$ cat src/rtl/branch_hazard_ctrl.sv
// rtl/branch_hazard_ctrl.sv - ID-stage branch/load-use hazard stall and flush sequencer with perf counters
module branch_hazard_ctrl #(
    parameter int CNT_W = 16
) (
    input  logic             clk,
    input  logic             reset,
    input  logic             Hold,
    input  logic [4:0]       ID_rs,
    input  logic [4:0]       ID_rt,
    input  logic             ID_UseRs,
    input  logic             ID_UseRt,
    input  logic             ID_Branch,
    input  logic             ID_Jump,
    input  logic             ID_BranchTaken,
    input  logic [4:0]       EX_Rw,
    input  logic [4:0]       MEM_Rw,
    input  logic             EX_RegWrite,
    input  logic             EX_MemRead,
    input  logic             MEM_RegWrite,
    input  logic             MEM_MemRead,
    input  logic             CntClear,
    output logic             PC_Write,
    output logic             IF_ID_Write,
    output logic             ID_EX_Bubble,
    output logic             IF_ID_Flush,
    output logic [CNT_W-1:0] StallCycles,
    output logic [CNT_W-1:0] FlushCount
);

    typedef enum logic {
        S_RUN   = 1'b0,
        S_STALL = 1'b1
    } state_t;

    localparam logic [CNT_W-1:0] CNT_ONE = {{(CNT_W-1){1'b0}}, 1'b1};
    localparam logic [CNT_W-1:0] CNT_MAX = {CNT_W{1'b1}};

    state_t     state;
    state_t     state_nx;
    logic [1:0] cnt;
    logic [1:0] cnt_nx;

    logic ex_rs_hit;
    logic ex_rt_hit;
    logic mem_rs_hit;
    logic mem_rt_hit;
    logic need2;
    logic need1;
    logic stall;

    // Producer matches: nonzero destination, equal to the source, and actually being written
    always_comb begin
        ex_rs_hit  = (ID_rs != 5'd0) && (ID_rs == EX_Rw)  && EX_RegWrite;
        ex_rt_hit  = (ID_rt != 5'd0) && (ID_rt == EX_Rw)  && EX_RegWrite;
        mem_rs_hit = (ID_rs != 5'd0) && (ID_rs == MEM_Rw) && MEM_RegWrite;
        mem_rt_hit = (ID_rt != 5'd0) && (ID_rt == MEM_Rw) && MEM_RegWrite;

        // Branch needing a load still in EX must wait two cycles for the value to reach WB
        need2 = ID_Branch && (ex_rs_hit || ex_rt_hit) && EX_MemRead;

        // One-cycle cases: ALU result in EX for a branch, load in MEM for a branch,
        // or a classic load-use for any instruction reading the loaded register
        need1 = (ID_Branch && (ex_rs_hit || ex_rt_hit) && !EX_MemRead)
             || (ID_Branch && (mem_rs_hit || mem_rt_hit) && MEM_MemRead)
             || (((ID_UseRs && ex_rs_hit) || (ID_UseRt && ex_rt_hit)) && EX_MemRead);

        // In STALL the hazard inputs are stale, so the FSM alone holds the stall
        stall = (state == S_STALL) || need2 || need1;
    end

    // State register and remaining-stall counter
    always_ff @(posedge clk or posedge reset) begin
        if (reset) begin
            state <= S_RUN;
            cnt   <= 2'd0;
        end else begin
            state <= state_nx;
            cnt   <= cnt_nx;
        end
    end

    // Next state: only the two-cycle hazard enters STALL; Hold freezes everything
    always_comb begin
        state_nx = state;
        cnt_nx   = cnt;
        if (!Hold) begin
            case (state)
                S_RUN: begin
                    if (need2) begin
                        state_nx = S_STALL;
                        cnt_nx   = 2'd1;
                    end
                end
                S_STALL: begin
                    cnt_nx = cnt - 2'd1;
                    if (cnt_nx == 2'd0) begin
                        state_nx = S_RUN;
                    end
                end
                default: begin
                    state_nx = S_RUN;
                    cnt_nx   = 2'd0;
                end
            endcase
        end
    end

    // Pipeline control outputs: reset forcing first, then Hold, then stall/flush
    always_comb begin
        PC_Write     = 1'b1;
        IF_ID_Write  = 1'b1;
        ID_EX_Bubble = 1'b0;
        IF_ID_Flush  = 1'b0;
        if (reset) begin
            PC_Write     = 1'b0;
            IF_ID_Write  = 1'b0;
            ID_EX_Bubble = 1'b1;
        end else if (Hold) begin
            PC_Write    = 1'b0;
            IF_ID_Write = 1'b0;
        end else begin
            PC_Write     = !stall;
            IF_ID_Write  = !stall;
            ID_EX_Bubble = stall;
            // A stalled branch has unresolved operands, so it never flushes
            IF_ID_Flush  = !stall && (ID_Jump || (ID_Branch && ID_BranchTaken));
        end
    end

    // Saturating performance counters; clear takes priority over increment
    always_ff @(posedge clk or posedge reset) begin
        if (reset) begin
            StallCycles <= '0;
            FlushCount  <= '0;
        end else if (CntClear) begin
            StallCycles <= '0;
            FlushCount  <= '0;
        end else begin
            if (stall && !Hold && (StallCycles != CNT_MAX)) begin
                StallCycles <= StallCycles + CNT_ONE;
            end
            if (IF_ID_Flush && (FlushCount != CNT_MAX)) begin
                FlushCount <= FlushCount + CNT_ONE;
            end
        end
    end

endmodule

$ cat config.mk
export PLATFORM = sky130hd
export DESIGN_NAME = branch_hazard_ctrl
export DESIGN_NICKNAME = d
export VERILOG_FILES = /design/src/rtl/branch_hazard_ctrl.sv
export SDC_FILE = /design/constraint.sdc
export NUM_CORES = 1
export LEC_CHECK = 0
export CORE_UTILIZATION = 40
export CTS_BUF_LIST = sky130_fd_sc_hd__clkbuf_8 sky130_fd_sc_hd__clkbuf_16
export CTS_CLUSTER_DIAMETER = 40
export DETAILED_ROUTE_END_ITERATION = 10
export GPL_TIMING_DRIVEN = 0
export HOLD_SLACK_MARGIN = 0.06
export PLACE_DENSITY = 0.67
export SKIP_LAST_GASP = 1
export SYNTH_ARGS = -nofsm -noshare
export SYNTH_HDL_FRONTEND = slang
export SYNTH_SLANG_ARGS = --single-unit
$ cat constraint.sdc
create_clock -name clk -period 3.18 [get_ports clk]
set_clock_uncertainty 0.1 [all_clocks]
set_input_delay 0.318 -clock clk [delete_from_list [all_inputs] [get_ports clk]]
set_output_delay 0.318 -clock clk [all_outputs]
set_load 0.02 [all_outputs]
After elaboration in Yosys (flattened, before gate mapping):

Index checks and enable logic that the tools add are counted.

* add/subtract/negate cells: 3
* equal/unequal tests: 7
* reduce and logical (&&, ||, !) cells: 38
* bitwise logic cells: 2
* muxes and demuxes: 15

Operators by type and width (number)
* two-way mux 16 bit: 4
* adder 16 x 1 -> 16 bit, second input constant: 2
* inequality test 16 bit, second input constant: 2
* logical AND 1 bit: 21
* equality test 5 bit: 4
* nonzero test 5 bit: 2
* logical OR 1 bit: 8
* two-way mux 1 bit: 8
* case mux 2 bit (2 select lines): 1
* nonzero test 2 bit: 2
* zero test 1 bit: 3
* zero test 2 bit: 1
* two-way mux 2 bit: 1
* inequality test 2 bit, second input constant: 1
* inverter 1 bit: 2
* case mux 1 bit (2 select lines): 1
* AND reduction 2 bit: 1
* subtractor 2 x 1 -> 2 bit, second input constant: 1

* bits in registers: 35
* logic and storage cells: 69
* bits of input ports: 33
* output and inout bits: 36

Depth between registers and ports, before layout:

* word-level depth: 16
* gate-level depth with buffers: 9
* gate-level depth less buffers: 7

Least setup slack after synthesis:

Ideal clock, no wire load.

* kind: in2out
* from: input port ID_rt[1]
* to: output port PC_Write
* required time: 2.762 ns
* path slack: -0.129 ns
* stages: 9
* arrival: 2.891 ns
* path through: or4_1 nor2_1 nor4_1 a32o_1 or4b_4 buf_6 clkbuf_1 nor3_1 buf_4

* cells in the longest elaborated chain, start to end: 12
* elaborated cells on any way between the ends: 24

RTL lines
* start: declaration: line 9 `input logic [4:0] ID_rt,`
* equality test 5 bit, or another cell as far along: line 54 `ex_rt_hit = (ID_rt != 5'd0) && (ID_rt == EX_Rw) && EX_RegWrite;`
* logical AND 1 bit (on tied branches) (2 in series): line 54, 56
* logical OR 1 bit (on tied branches): line 59, 63, 64
* logical AND 1 bit (on tied branches): line 59, 63, 64
* logical AND 1 bit (on tied branches): line 63, 64
* logical OR 1 bit: line 64 `|| (ID_Branch && (mem_rs_hit || mem_rt_hit) && MEM_MemRead)`
* logical OR 1 bit: line 65 `|| (((ID_UseRs && ex_rs_hit) || (ID_UseRt && ex_rt_hit)) && EX_MemRead);`
* logical OR 1 bit *: line 68 `stall = (state == S_STALL) || need2 || need1;`
* zero test 1 bit *
* two-way mux 1 bit * (2 in series)
* end: declaration: line 22 `output logic PC_Write,`

Every way passes the cells marked *; elsewhere a longest branch is shown, timed or not.

Worst setup path in the final report:

* from: input port ID_rt[1]
* to: output port PC_Write

* cells in the longest elaborated chain, start to end: 12
* elaborated cells on any way between the ends: 24

RTL lines
* equality test 5 bit, or another cell as far along: line 54
* logical AND 1 bit (on tied branches) (2 in series): line 54, 56
* logical OR 1 bit (on tied branches): line 59, 63, 64
* logical AND 1 bit (on tied branches): line 59, 63, 64
* logical AND 1 bit (on tied branches): line 63, 64
* logical OR 1 bit: line 64
* logical OR 1 bit: line 65
* logical OR 1 bit *: line 68
* zero test 1 bit *: line 122 `PC_Write = !stall;`
* two-way mux 1 bit *: line 118 `end else if (Hold) begin`
* two-way mux 1 bit *: line 114 `if (reset) begin`

Marked as above.

==> out/results.tsv <==
metric	value	unit
Synth Register Bits	35	
worst r2r src	FlushCount[6]$_DFFE_PP0P_	
f_max	321.8	MHz
worst-margin pin slew	0.7740	ns
Overflow after GRT	0	
die height	78.26	um
Clock transition at path regs	0.07	ns
ratio of cells with drive above 1 in the final layout	10.85	%
crit path launch type	input pin	
Via density	5.877	
die area	0.006124	mm^2
Post-synth EDFFs	0	
final setup fails	0	
commonest non-fill, non-tap cells in the layout	55 x clkdlybuf4s50_1, 35 x dfrtp_1, 26 x a21oi_1	
max-slew violations	0	
CTS tree	yes	
fillers	526	
clk root buf	clkbuf_8	
Power Density	327.1	mW/mm^2
Initial Util	41.98	%
Post-Route WL	6505	um
Skew-Pair Late Insertion Delay	0.29	ns
commonest non-fill, non-tap cell in the layout	clkdlybuf4s50_1	
CTS H-Tree Depth	2	
area share of the largest cell type after synthesis	37.65	%
status	finished, final reports clean	
Die Width	78.26	um
Tot Pwr	1065	uW
Finished Cell Area	0.003257	mm^2
clk sinks	35	
Post-Route Utilization	58.79	%
synthesized area	0.002326	mm^2
Final ANT Viol Nets	0	
crit path from	ID_rt[1]	
register area share after synthesis	37.65	%
ys async rst share	100.0	%
# nets final	376	
pin count of the biggest net entering global routing	37	
Final HPWL DP	4669	um
DRT iter0 DRCs	132	
Yosys cell types	38	
Antenna diodes	0	
VDD IR max	0.2031	mV
Final Hold Fails	0	
Clock Path Buffers	2	
worst hold path class	reg -> reg	
post-synthesis net count	301	
Leak	0.001230	uW
hold path startpoint	cnt[0]$_DFFE_PP0P_	
synthesized area per cell	8.777	um^2
Rel. slew slack	48.33	%
number of global-route vias before repair	2229	
Post-Synthesis Cells	265	
# DRC	0	
Arr. time, crit path	2.69	ns
gr usage total	21.77	%
area leader, netlist	dfrtp_1	
Boundary Pins	69	
initial antenna violation count	0	
Setup TNS Final	0	ns
unrepaired setup endpoints after global routing	true	
cts bufs inserted	5	
Buffers on Ports	67	
top cells by area, synth	dfrtp_1 38%, or4_1 6.1%, a21oi_1 5.8%	
first drt pass iteration count	4	
core footprint	0.005540	mm^2
max_cap viols	0	
Top FF cell, synth	dfrtp_1	
worst-path maximum fanout	3	
crit end category	primary output	
row count	27	
Worst Path Required	2.76	ns
Final GP Congestion	0.8929	
area grow syn2layout	40.02	%
crit share post-route	97.72	%
kind of critical path	in -> out	
Yosys Warn Count	0	
dpl cell area	0.003092	mm^2
first-pass GRT wire length	10480	um
wire per inst	15.75	um
min cycle time layout	3.107	ns
hold_buf cts	0	
via count	2427	
## cell families (layout without fill, tap and decap cells)
| family | Yosys count | in the layout | share of synthesized area, % |
|---|---|---|---|
| AO/OA/AOI/OAI | 60 | 60 | 15.87 |
| XOR/XNOR | 20 | 20 | 7.531 |
| adder cells (fa/ha/maj) | 3 | 3 | 1.614 |
| buffers and inverters | 27 | 103 | 5.164 |
| flip-flops | 35 | 35 | 37.65 |
| multiplexers | 7 | 7 | 3.335 |
| AND/OR/NAND/NOR | 113 | 113 | 28.83 |
## stage by stage
stage	cells	worst slack [ns]	hold slack [ns]
detailed placement	404	-1.006	0.3829
global placement	404	-1.069	0.3602
floorplan	265	0.1000	0.3461
CTS	414	0.01481	0.3976
global route	413	-0.05241	0.4141
finish	413	0.07260	0.3940
## final timing paths
kind | endpoint | slack [ns] | depth (start not counted)
max | PC_Write | 0.07 | 10
min | cnt[0]$_DFFE_PP0P_ | 0.39 | 1
max reg2reg | FlushCount[5]$_DFFE_PP0P_ | 0.38 | 9
min reg2reg | cnt[0]$_DFFE_PP0P_ | 0.39 | 1
max in group asynchronous | StallCycles[0]$_DFFE_PP0P_ | 2.03 | 2
min in group asynchronous | FlushCount[1]$_DFFE_PP0P_ | 0.44 | 2
## state kept, by name (all words and copies together) (netlist names)
register     cells
FlushCount      16
StallCycles     16
cnt              2
state            1
## report_power, final
part / leakage, uW / total [uW] / switching, uW / internal, uW
Combinational: 0.000685 / 176 / 93.4 / 82.9
Clock: 0.0000612 / 423 / 169 / 254
Sequential: 0.000484 / 466 / 8.15 / 458
Total: 0.00123 / 1070 / 271 / 795
## synth_stat cells, drive strengths merged (2+ instances only)
cell,n
nor3,3
or3,8
and4,5
nor2b,5
xor2,6
nor2,17
nand2,10
inv,9
and3,4
nand4,17
a21oi,27
o31ai,17
buf,4
and2,4
dfrtp,35
mux2,6
xnor2,14
nor4,5
nand2b,2
or4,19
ha,3
clkbuf,14
nand3,10
o21ai,10
## repair_timing
item,4_1_cts,5_1_grt
setup buffers,3,0
endpoints found under the setup margin,12,15
resized for setup,33,7
pin swaps,3,1
gates cloned,0,0
## critical path, stage by stage
cell,delay [ns]
dlygate4sd2_1,0.28
or4_4,0.55
nor2_2,0.11
nor4_1,0.08
a32o_2,0.30
or4b_4,0.54
buf_12,0.14
nor3_2,0.11
buf_4,0.13
buf_4,0.12
## layout make-up
type | instances | area, um^2 | share of cell area (%)
clock inverters | 2 | 35.03 | 1.076
well taps | 72 | 90.09 | 2.766
inverters | 9 | 33.78 | 1.037
flip-flops and latches | 35 | 875.8 | 26.89
multi-input cells | 203 | 1379 | 42.34
plain buffers | 16 | 91.34 | 2.804
repair buffers | 70 | 669.4 | 20.55
clock buffers | 6 | 82.58 | 2.536
## metal layers
layer  global-route usage, %  share of wire [%]
met1                   30.18                 47
met2                   33.95                 46
met3                   4.419                5.5
met4                   6.852                1.3
met5                       0                  0
Note: power is estimated with default switching activity, not from simulation.
